<file path="config.mk">
export PLATFORM = sky130hd
export DESIGN_NAME = pong_engine
export DESIGN_NICKNAME = d
export VERILOG_FILES = /design/src/rtl/pong_engine_pkg.sv /design/src/rtl/pong_sound_timer.sv /design/src/rtl/pong_engine.sv
export SDC_FILE = /design/constraint.sdc
export NUM_CORES = 1
export LEC_CHECK = 0
export CORE_UTILIZATION = 55
export CTS_BUF_LIST = sky130_fd_sc_hd__clkbuf_8
export DETAILED_ROUTE_END_ITERATION = 8
export PLACE_DENSITY = 0.78
export REMOVE_ABC_BUFFERS = 1
export SYNTH_ARGS = -nofsm -noshare
export SYNTH_HDL_FRONTEND = slang
export SYNTH_SLANG_ARGS = --single-unit
</file>
<file path="constraint.sdc">
create_clock -name px_clk -period 5.95 [get_ports px_clk]
set_input_delay 0.8925 -clock px_clk [delete_from_list [all_inputs] [get_ports px_clk]]
set_output_delay 0.8925 -clock px_clk [all_outputs]
set_load 0.005 [all_outputs]
</file>
<file path="src/rtl/pong_engine_pkg.sv">
// pong_engine_pkg: shared state, sound and winner encodings for the pong engine
package pong_engine_pkg;
    typedef enum logic [2:0] {
        IDLE     = 3'd0,
        SERVE    = 3'd1,
        PLAY     = 3'd2,
        GOAL     = 3'd3,
        GAMEOVER = 3'd4
    } state_t;

    localparam logic [1:0] SND_NONE = 2'b00;
    localparam logic [1:0] SND_WALL = 2'b01;
    localparam logic [1:0] SND_PAD  = 2'b10;
    localparam logic [1:0] SND_GOAL = 2'b11;

    localparam logic [1:0] WIN_NONE = 2'b00;
    localparam logic [1:0] WIN_P1   = 2'b01;
    localparam logic [1:0] WIN_P2   = 2'b10;
endpackage

</file>
<file path="src/rtl/pong_sound_timer.sv">
// pong_sound_timer: holds the latest sound event code for SND_FRAMES frames
module pong_sound_timer
    import pong_engine_pkg::*;
#(
    parameter int SND_FRAMES = 6
) (
    input  logic       px_clk,
    input  logic       reset,
    input  logic       endframe,
    input  logic [1:0] ev,
    output logic [1:0] sound,
    output logic       mute
);
    localparam int TW = $clog2(SND_FRAMES + 1);

    logic [TW-1:0] timer;

    always_ff @(posedge px_clk) begin
        if (reset) begin
            sound <= SND_NONE;
            timer <= '0;
        end else if (endframe) begin
            if (ev != SND_NONE) begin
                sound <= ev;
                timer <= TW'(SND_FRAMES);
            end else if (timer != '0) begin
                timer <= timer - TW'(1);
                if (timer == TW'(1))
                    sound <= SND_NONE;
            end
        end
    end

    assign mute = sound == SND_NONE;
endmodule

</file>
<file path="src/rtl/pong_engine.sv">
// pong_engine: frame-stepped pong dynamics with serve delay, rally speed-up,
// scoring and sound events; advances one step per endframe strobe.
module pong_engine
    import pong_engine_pkg::*;
#(
    parameter int H_RES          = 640,
    parameter int V_RES          = 480,
    parameter int PW             = 10,
    parameter int BALL_SIZE      = 8,
    parameter int PAD_H          = 64,
    parameter int PAD_W          = 8,
    parameter int PAD1_X         = 16,
    parameter int PAD2_X         = 616,
    parameter int SPEED_INIT     = 2,
    parameter int SPEED_MAX      = 6,
    parameter int HITS_PER_SPEED = 4,
    parameter int WIN_SCORE      = 9,
    parameter int SERVE_FRAMES   = 60,
    parameter int SND_FRAMES     = 6
) (
    input  logic          px_clk,
    input  logic          reset,
    input  logic          endframe,
    input  logic          play,
    input  logic [PW-1:0] pos_ply1,
    input  logic [PW-1:0] pos_ply2,
    output logic [PW-1:0] x_ball,
    output logic [PW-1:0] y_ball,
    output logic          goal_ply1,
    output logic          goal_ply2,
    output logic [3:0]    score1,
    output logic [3:0]    score2,
    output logic [1:0]    winner,
    output logic [1:0]    sound,
    output logic          mute,
    output logic [2:0]    state
);
    localparam int SW = PW + 2;
    localparam int CW = $clog2(SERVE_FRAMES + 1);
    localparam int HW = $clog2(HITS_PER_SPEED + 1);
    localparam logic signed [SW-1:0] ZERO  = '0;
    localparam logic signed [SW-1:0] ONE   = SW'(1);
    localparam logic signed [SW-1:0] BS    = SW'(BALL_SIZE);
    localparam logic signed [SW-1:0] HR    = SW'(H_RES);
    localparam logic signed [SW-1:0] VR    = SW'(V_RES);
    localparam logic signed [SW-1:0] PH    = SW'(PAD_H);
    localparam logic signed [SW-1:0] P1L   = SW'(PAD1_X);
    localparam logic signed [SW-1:0] P1R   = SW'(PAD1_X + PAD_W);
    localparam logic signed [SW-1:0] P2L   = SW'(PAD2_X);
    localparam logic signed [SW-1:0] P2R   = SW'(PAD2_X + PAD_W);
    localparam logic signed [SW-1:0] SINIT = SW'(SPEED_INIT);
    localparam logic signed [SW-1:0] SMAX  = SW'(SPEED_MAX);
    localparam logic [PW-1:0] XC  = PW'((H_RES - BALL_SIZE) / 2);
    localparam logic [PW-1:0] YC  = PW'((V_RES - BALL_SIZE) / 2);
    localparam logic [3:0]    WIN = 4'(WIN_SCORE);

    state_t st, st_n;
    logic signed [SW-1:0] dx, dy, spd, xn, yn, p1, p2, dx_n, dy_n, dy_mag, spd_n;
    logic [PW-1:0] x_n, y_n;
    logic [CW-1:0] serve_cnt;
    logic [HW-1:0] hit_cnt, hc_inc, hit_cnt_n;
    logic serve_right, dy_down, down_n, top, bot, hit1, hit2, hit, bump, g1, g2;
    logic [1:0] ev;

    // Candidate PLAY step: move, then resolve walls, paddles and goals on the new position
    always_comb begin
        xn        = $signed({2'b00, x_ball}) + dx;
        yn        = $signed({2'b00, y_ball}) + dy;
        p1        = $signed({2'b00, pos_ply1});
        p2        = $signed({2'b00, pos_ply2});
        top       = yn < ZERO;
        bot       = yn + BS > VR;
        hit1      = dx < ZERO && xn <= P1R && xn + BS > P1L && yn + BS > p1 && yn < p1 + PH;
        hit2      = dx > ZERO && xn + BS >= P2L && xn < P2R && yn + BS > p2 && yn < p2 + PH;
        hit       = hit1 || hit2;
        g2        = !hit && xn <= ZERO;
        g1        = !hit && xn + BS >= HR;
        hc_inc    = hit_cnt + HW'(1);
        bump      = hit && hc_inc == HW'(HITS_PER_SPEED);
        spd_n     = bump && spd < SMAX ? spd + ONE : spd;
        hit_cnt_n = !hit ? hit_cnt : bump ? '0 : hc_inc;
        down_n    = top ? 1'b1 : bot ? 1'b0 : dy > ZERO;
        dy_mag    = hit ? spd_n : dy < ZERO ? -dy : dy;
        dy_n      = down_n ? dy_mag : -dy_mag;
        dx_n      = hit1 ? spd_n : hit2 ? -spd_n : dx;
        y_n       = top ? '0 : bot ? PW'(V_RES - BALL_SIZE) : yn[PW-1:0];
        x_n       = hit1 ? PW'(PAD1_X + PAD_W) : hit2 ? PW'(PAD2_X - BALL_SIZE) :
                    g2 ? '0 : g1 ? PW'(H_RES - BALL_SIZE) : xn[PW-1:0];
    end

    always_ff @(posedge px_clk) begin
        if (reset)
            st <= IDLE;
        else if (endframe)
            st <= st_n;
    end

    always_comb begin
        st_n = st;
        case (st)
            IDLE, GAMEOVER: st_n = play ? SERVE : st;
            SERVE:          st_n = serve_cnt <= CW'(1) ? PLAY : SERVE;
            PLAY:           st_n = g1 || g2 ? GOAL : PLAY;
            GOAL:           st_n = score1 == WIN || score2 == WIN ? GAMEOVER : SERVE;
            default:        st_n = IDLE;
        endcase
    end

    always_comb begin
        ev    = st != PLAY ? SND_NONE : g1 || g2 ? SND_GOAL : hit ? SND_PAD :
                top || bot ? SND_WALL : SND_NONE;
        state = st;
    end

    always_ff @(posedge px_clk) begin
        if (reset) begin
            x_ball      <= XC;
            y_ball      <= YC;
            dx          <= ZERO;
            dy          <= ZERO;
            spd         <= SINIT;
            hit_cnt     <= '0;
            serve_cnt   <= '0;
            serve_right <= 1'b1;
            dy_down     <= 1'b1;
            score1      <= '0;
            score2      <= '0;
            winner      <= WIN_NONE;
            goal_ply1   <= 1'b0;
            goal_ply2   <= 1'b0;
        end else if (endframe) begin
            goal_ply1 <= 1'b0;
            goal_ply2 <= 1'b0;
            if (st == PLAY) begin
                x_ball  <= x_n;
                y_ball  <= y_n;
                dx      <= dx_n;
                dy      <= dy_n;
                spd     <= spd_n;
                hit_cnt <= hit_cnt_n;
                if (g1) begin
                    score1      <= score1 == WIN ? score1 : score1 + 4'd1;
                    goal_ply1   <= 1'b1;
                    serve_right <= 1'b1;
                end
                if (g2) begin
                    score2      <= score2 == WIN ? score2 : score2 + 4'd1;
                    goal_ply2   <= 1'b1;
                    serve_right <= 1'b0;
                end
            end else begin
                x_ball <= XC;
                y_ball <= YC;
            end
            if (st == SERVE)
                serve_cnt <= serve_cnt - CW'(1);
            if (st_n == SERVE && st != SERVE) begin
                serve_cnt <= CW'(SERVE_FRAMES);
                spd       <= SINIT;
                hit_cnt   <= '0;
            end
            if (st == SERVE && st_n == PLAY) begin
                dx      <= serve_right ? spd : -spd;
                dy      <= dy_down ? spd : -spd;
                dy_down <= !dy_down;
            end
            if (st == GOAL && st_n == GAMEOVER)
                winner <= score1 == WIN ? WIN_P1 : WIN_P2;
            if (st == GAMEOVER && play) begin
                score1 <= '0;
                score2 <= '0;
                winner <= WIN_NONE;
            end
        end
    end

    pong_sound_timer #(.SND_FRAMES(SND_FRAMES)) u_sound (
        .px_clk  (px_clk),
        .reset   (reset),
        .endframe(endframe),
        .ev      (ev),
        .sound   (sound),
        .mute    (mute)
    );
endmodule
</file>
==> metrics.txt <==
die area=17100 um2; Fin Clk Skew=12.2 ps; WS Path Type=reg -> reg; placed insts=approximately 1500; post-synthesis adder-cell area fraction=11.1%; asr flop ratio synth=0%; EDFF count, synth=0; crit end category=flop; Non-Filler Instances=1498; DIE HEIGHT=131 um; Post-synth top flop=dfxtp_1; Final Slew Violations=0; GR Util All Layers=33.1%; worst-path fanout max=6; post-synthesis cell area=approximately 9000 um2; Syn Area/Cell=7.47 um2; Yosys reg bits=87; Cells after Synth=about 1200; Setup TNS=0 ps; initial antenna violation count=0; largest family of logic cells by synthesized area=compound AO/OA/AOI/OAI gates; DRC=0; type of origin of the critical path=flop; first-pass GRT wire length=approximately 44000 um; Max Freq=about 180 MHz; total clock sinks=87; Clk pin slew, worst setup/hold paths=90 ps; H-tree depth=3; ant diodes=0; worst ir drop on vdd=0.161 mV; fin util=65.0%; Cell Pwr Density=about 180 nW/um2; Worst slew margin=32.6%; commonest non-fill, non-tap cells in the layout=123 x nor2_1, 107 x nand2_1, 85 x dfxtp_1; post-detailed-route wirelength per cell=18.6 um; worst setup margin=239 ps; share of cells above drive strength 1=roughly 11%; worst min path class=reg -> reg; fin crit share=96.0%; Synthesis Warnings=0; RePlAce Congestion=just under 1; P&R area growth vs syn=14.3%; GR Overflow Total=0; Distinct cells, synth=102; post-synthesis mux area share=2.25%; core area=16100 um2; vias in the first global route=~8900; Max-cap violations=0; final wirelength=27800 um; clk buf depth=2; Compound-Gate Fraction of Synth Area=28.1%; static leakage=4.16 nW; antenna-violating nets left=0; FF-to-FF Start=y_ball[0]$_SDFFE_PP0P_; fin nets=1383; drt initial violations=a little under 900; final hold vios=0; DRT Pass-1 Iters=6; Clk Latency, worst-skew pair=approximately 400 ps; Worst EP arrival=5970 ps; Hold Slack=476 ps; commonest non-fill, non-tap cell in the layout=nor2_1; I/O pin count=62; Post-Synth XOR/XNOR Area=approximately 8.9%; crit path time final=approximately 5700 ps; CTS root buffer=clkbuf_8; TritonCTS clock tree=built; status=complete, no violations; sequential-to-total area share from yosys stat=between 10% and 20%; DP HPWL=around 21000 um; Vias/cell=6.39; CTS buffer count=9; die width=131 um; Worst setup startpoint=y_ball[0]$_SDFFE_PP0P_; Req. time, crit path=between 6000 and 7000 ps; min-delay src=hit_cnt[1]$_SDFFE_PP0P_; port bufs=between 60 and 70; largest net degree at the start of global routing=between 50 and 60; final setup violation count=0; starting density of the core=approximately 57%; Simple-Gate Fraction of Synth Area=24.6%; Setup WS pre-CTS=46.9 ps; Worst-Margin Slew=a little over 1000 ps; vias=around 9600; floorplan row count=46
==> cells in the mapped netlist (8+ instances only) <==
cell type	instances	area, um2
nor2_1	125	469
nand2_1	107	402
a21oi_1	87	435
dfxtp_1	87	1740
ha_1	78	976
o21ai_0	64	320
inv_1	62	233
xnor2_1	59	517
nand3_1	47	235
nor3_1	46	230
clkbuf_1	45	169
xor2_1	28	245
o211ai_1	27	203
a31oi_1	22	138
a211oi_1	19	143
a21o_1	17	128
and3_1	17	106
nand2b_1	15	93.8
mux2i_1	14	140
or3_1	12	75.1
nand4_1	11	68.8
o21a_1	11	82.6
nor4_1	10	62.6
and2_1	9	56.3
nor2b_1	9	56.3
nor3b_1	9	67.6
o211a_1	9	90.1
o21ai_1	8	40.0
==> final timing paths <==
| path | cells past startpoint | endpoint | slack (ps) |
|---|---|---|---|
| worst min register to register | 2 | hit_cnt[1]$_SDFFE_PP0P_ | 480 |
| worst max-delay path | 22 | dx[11]$_SDFFE_PP0P_ | 240 |
| worst min-delay path | 2 | hit_cnt[1]$_SDFFE_PP0P_ | 480 |
| worst max register to register | 22 | dx[11]$_SDFFE_PP0P_ | 240 |
==> final cells by class <==
class	count	area [um2]
multi-input combinational	1009	7010
fill	1455	5620
sequential	87	1740
timing repair buffer	108	987
tap	216	270
inverter	64	240
clock buffer	10	138
clock inverter	4	47.5
==> flip-flops by register name, indices dropped and copies added (netlist names) <==
signal,count
score1,4
state,3
serve_cnt,6
goal_ply2,1
dx,12
y_ball,10
score2,4
serve_right,1
dy_down,1
dy,12
u_sound.timer,3
hit_cnt,3
u_sound.sound,2
winner,2
x_ball,10
goal_ply1,1
spd,12
==> worst max-delay path, stage by stage, from the launching register on <==
cell and delay (ps):
dfxtp_1 340, ha_2 220, fa_2 400, a21o_1 230
a21oi_2 180, xnor2_2 210, ha_4 240, xnor2_2 140
ha_1 270, a21o_1 180, a211oi_1 250, nor2_1 90
o41ai_2 310, buf_4 170, nor3b_2 160, o211a_1 230
nor3_1 80, a32oi_2 370, buf_4 190, mux2i_2 410
o2111ai_1 220, o31ai_1 500, o21ai_0 170
==> power breakdown <==
part	switching (W)	total, W	leakage, nW	internal [W]
logic	0.000506	0.000855	3.37	0.000349
registers	0.0000319	0.000642	0.705	0.000610
clock network	0.000227	0.000427	0.0940	0.000200
==> cells by family (layout without fill, tap and decap cells) <==
group	count (synthesis)	after routing
buffers and inverters	126	186
multiplexers	19	19
AND/OR/NAND/NOR	453	453
AO/OA/AOI/OAI	367	367
XOR/XNOR	90	90
adder cells (fa/ha/maj)	80	80
flip-flops	87	87
==> layer usage <==
metal / GRT usage [%] / part of all wire (%) / up-vias
met5: 0 / 0 / -
met4: 17.4 / 4.5 / 0
met3: 4.52 / 6.6 / 92
met2: 54.8 / 46 / 396
met1: 41.9 / 43 / 4479
li1: - / - / 4607
==> timing repair <==
| action | in CTS | in global routing |
|---|---|---|
| hold buffers | 0 | 0 |
| pin swaps | 0 | 21 |
| setup endpoints to repair | 1 | 21 |
| buffers inserted | 0 | 11 |
| hold endpoints to repair | 0 | 0 |
| gates resized for setup | 2 | 35 |
| cloned | 0 | 0 |
==> per-stage QoR <==
stage	power, W	instance area (um2)
after floorplan	0.00122	8830
after global placement	0.00144	10000
after detailed placement	0.00145	10000
after CTS	0.00187	10200
after global routing	0.00204	10400
final	0.00192	10400
No activity file was read; power rests on OpenSTA's default activity.
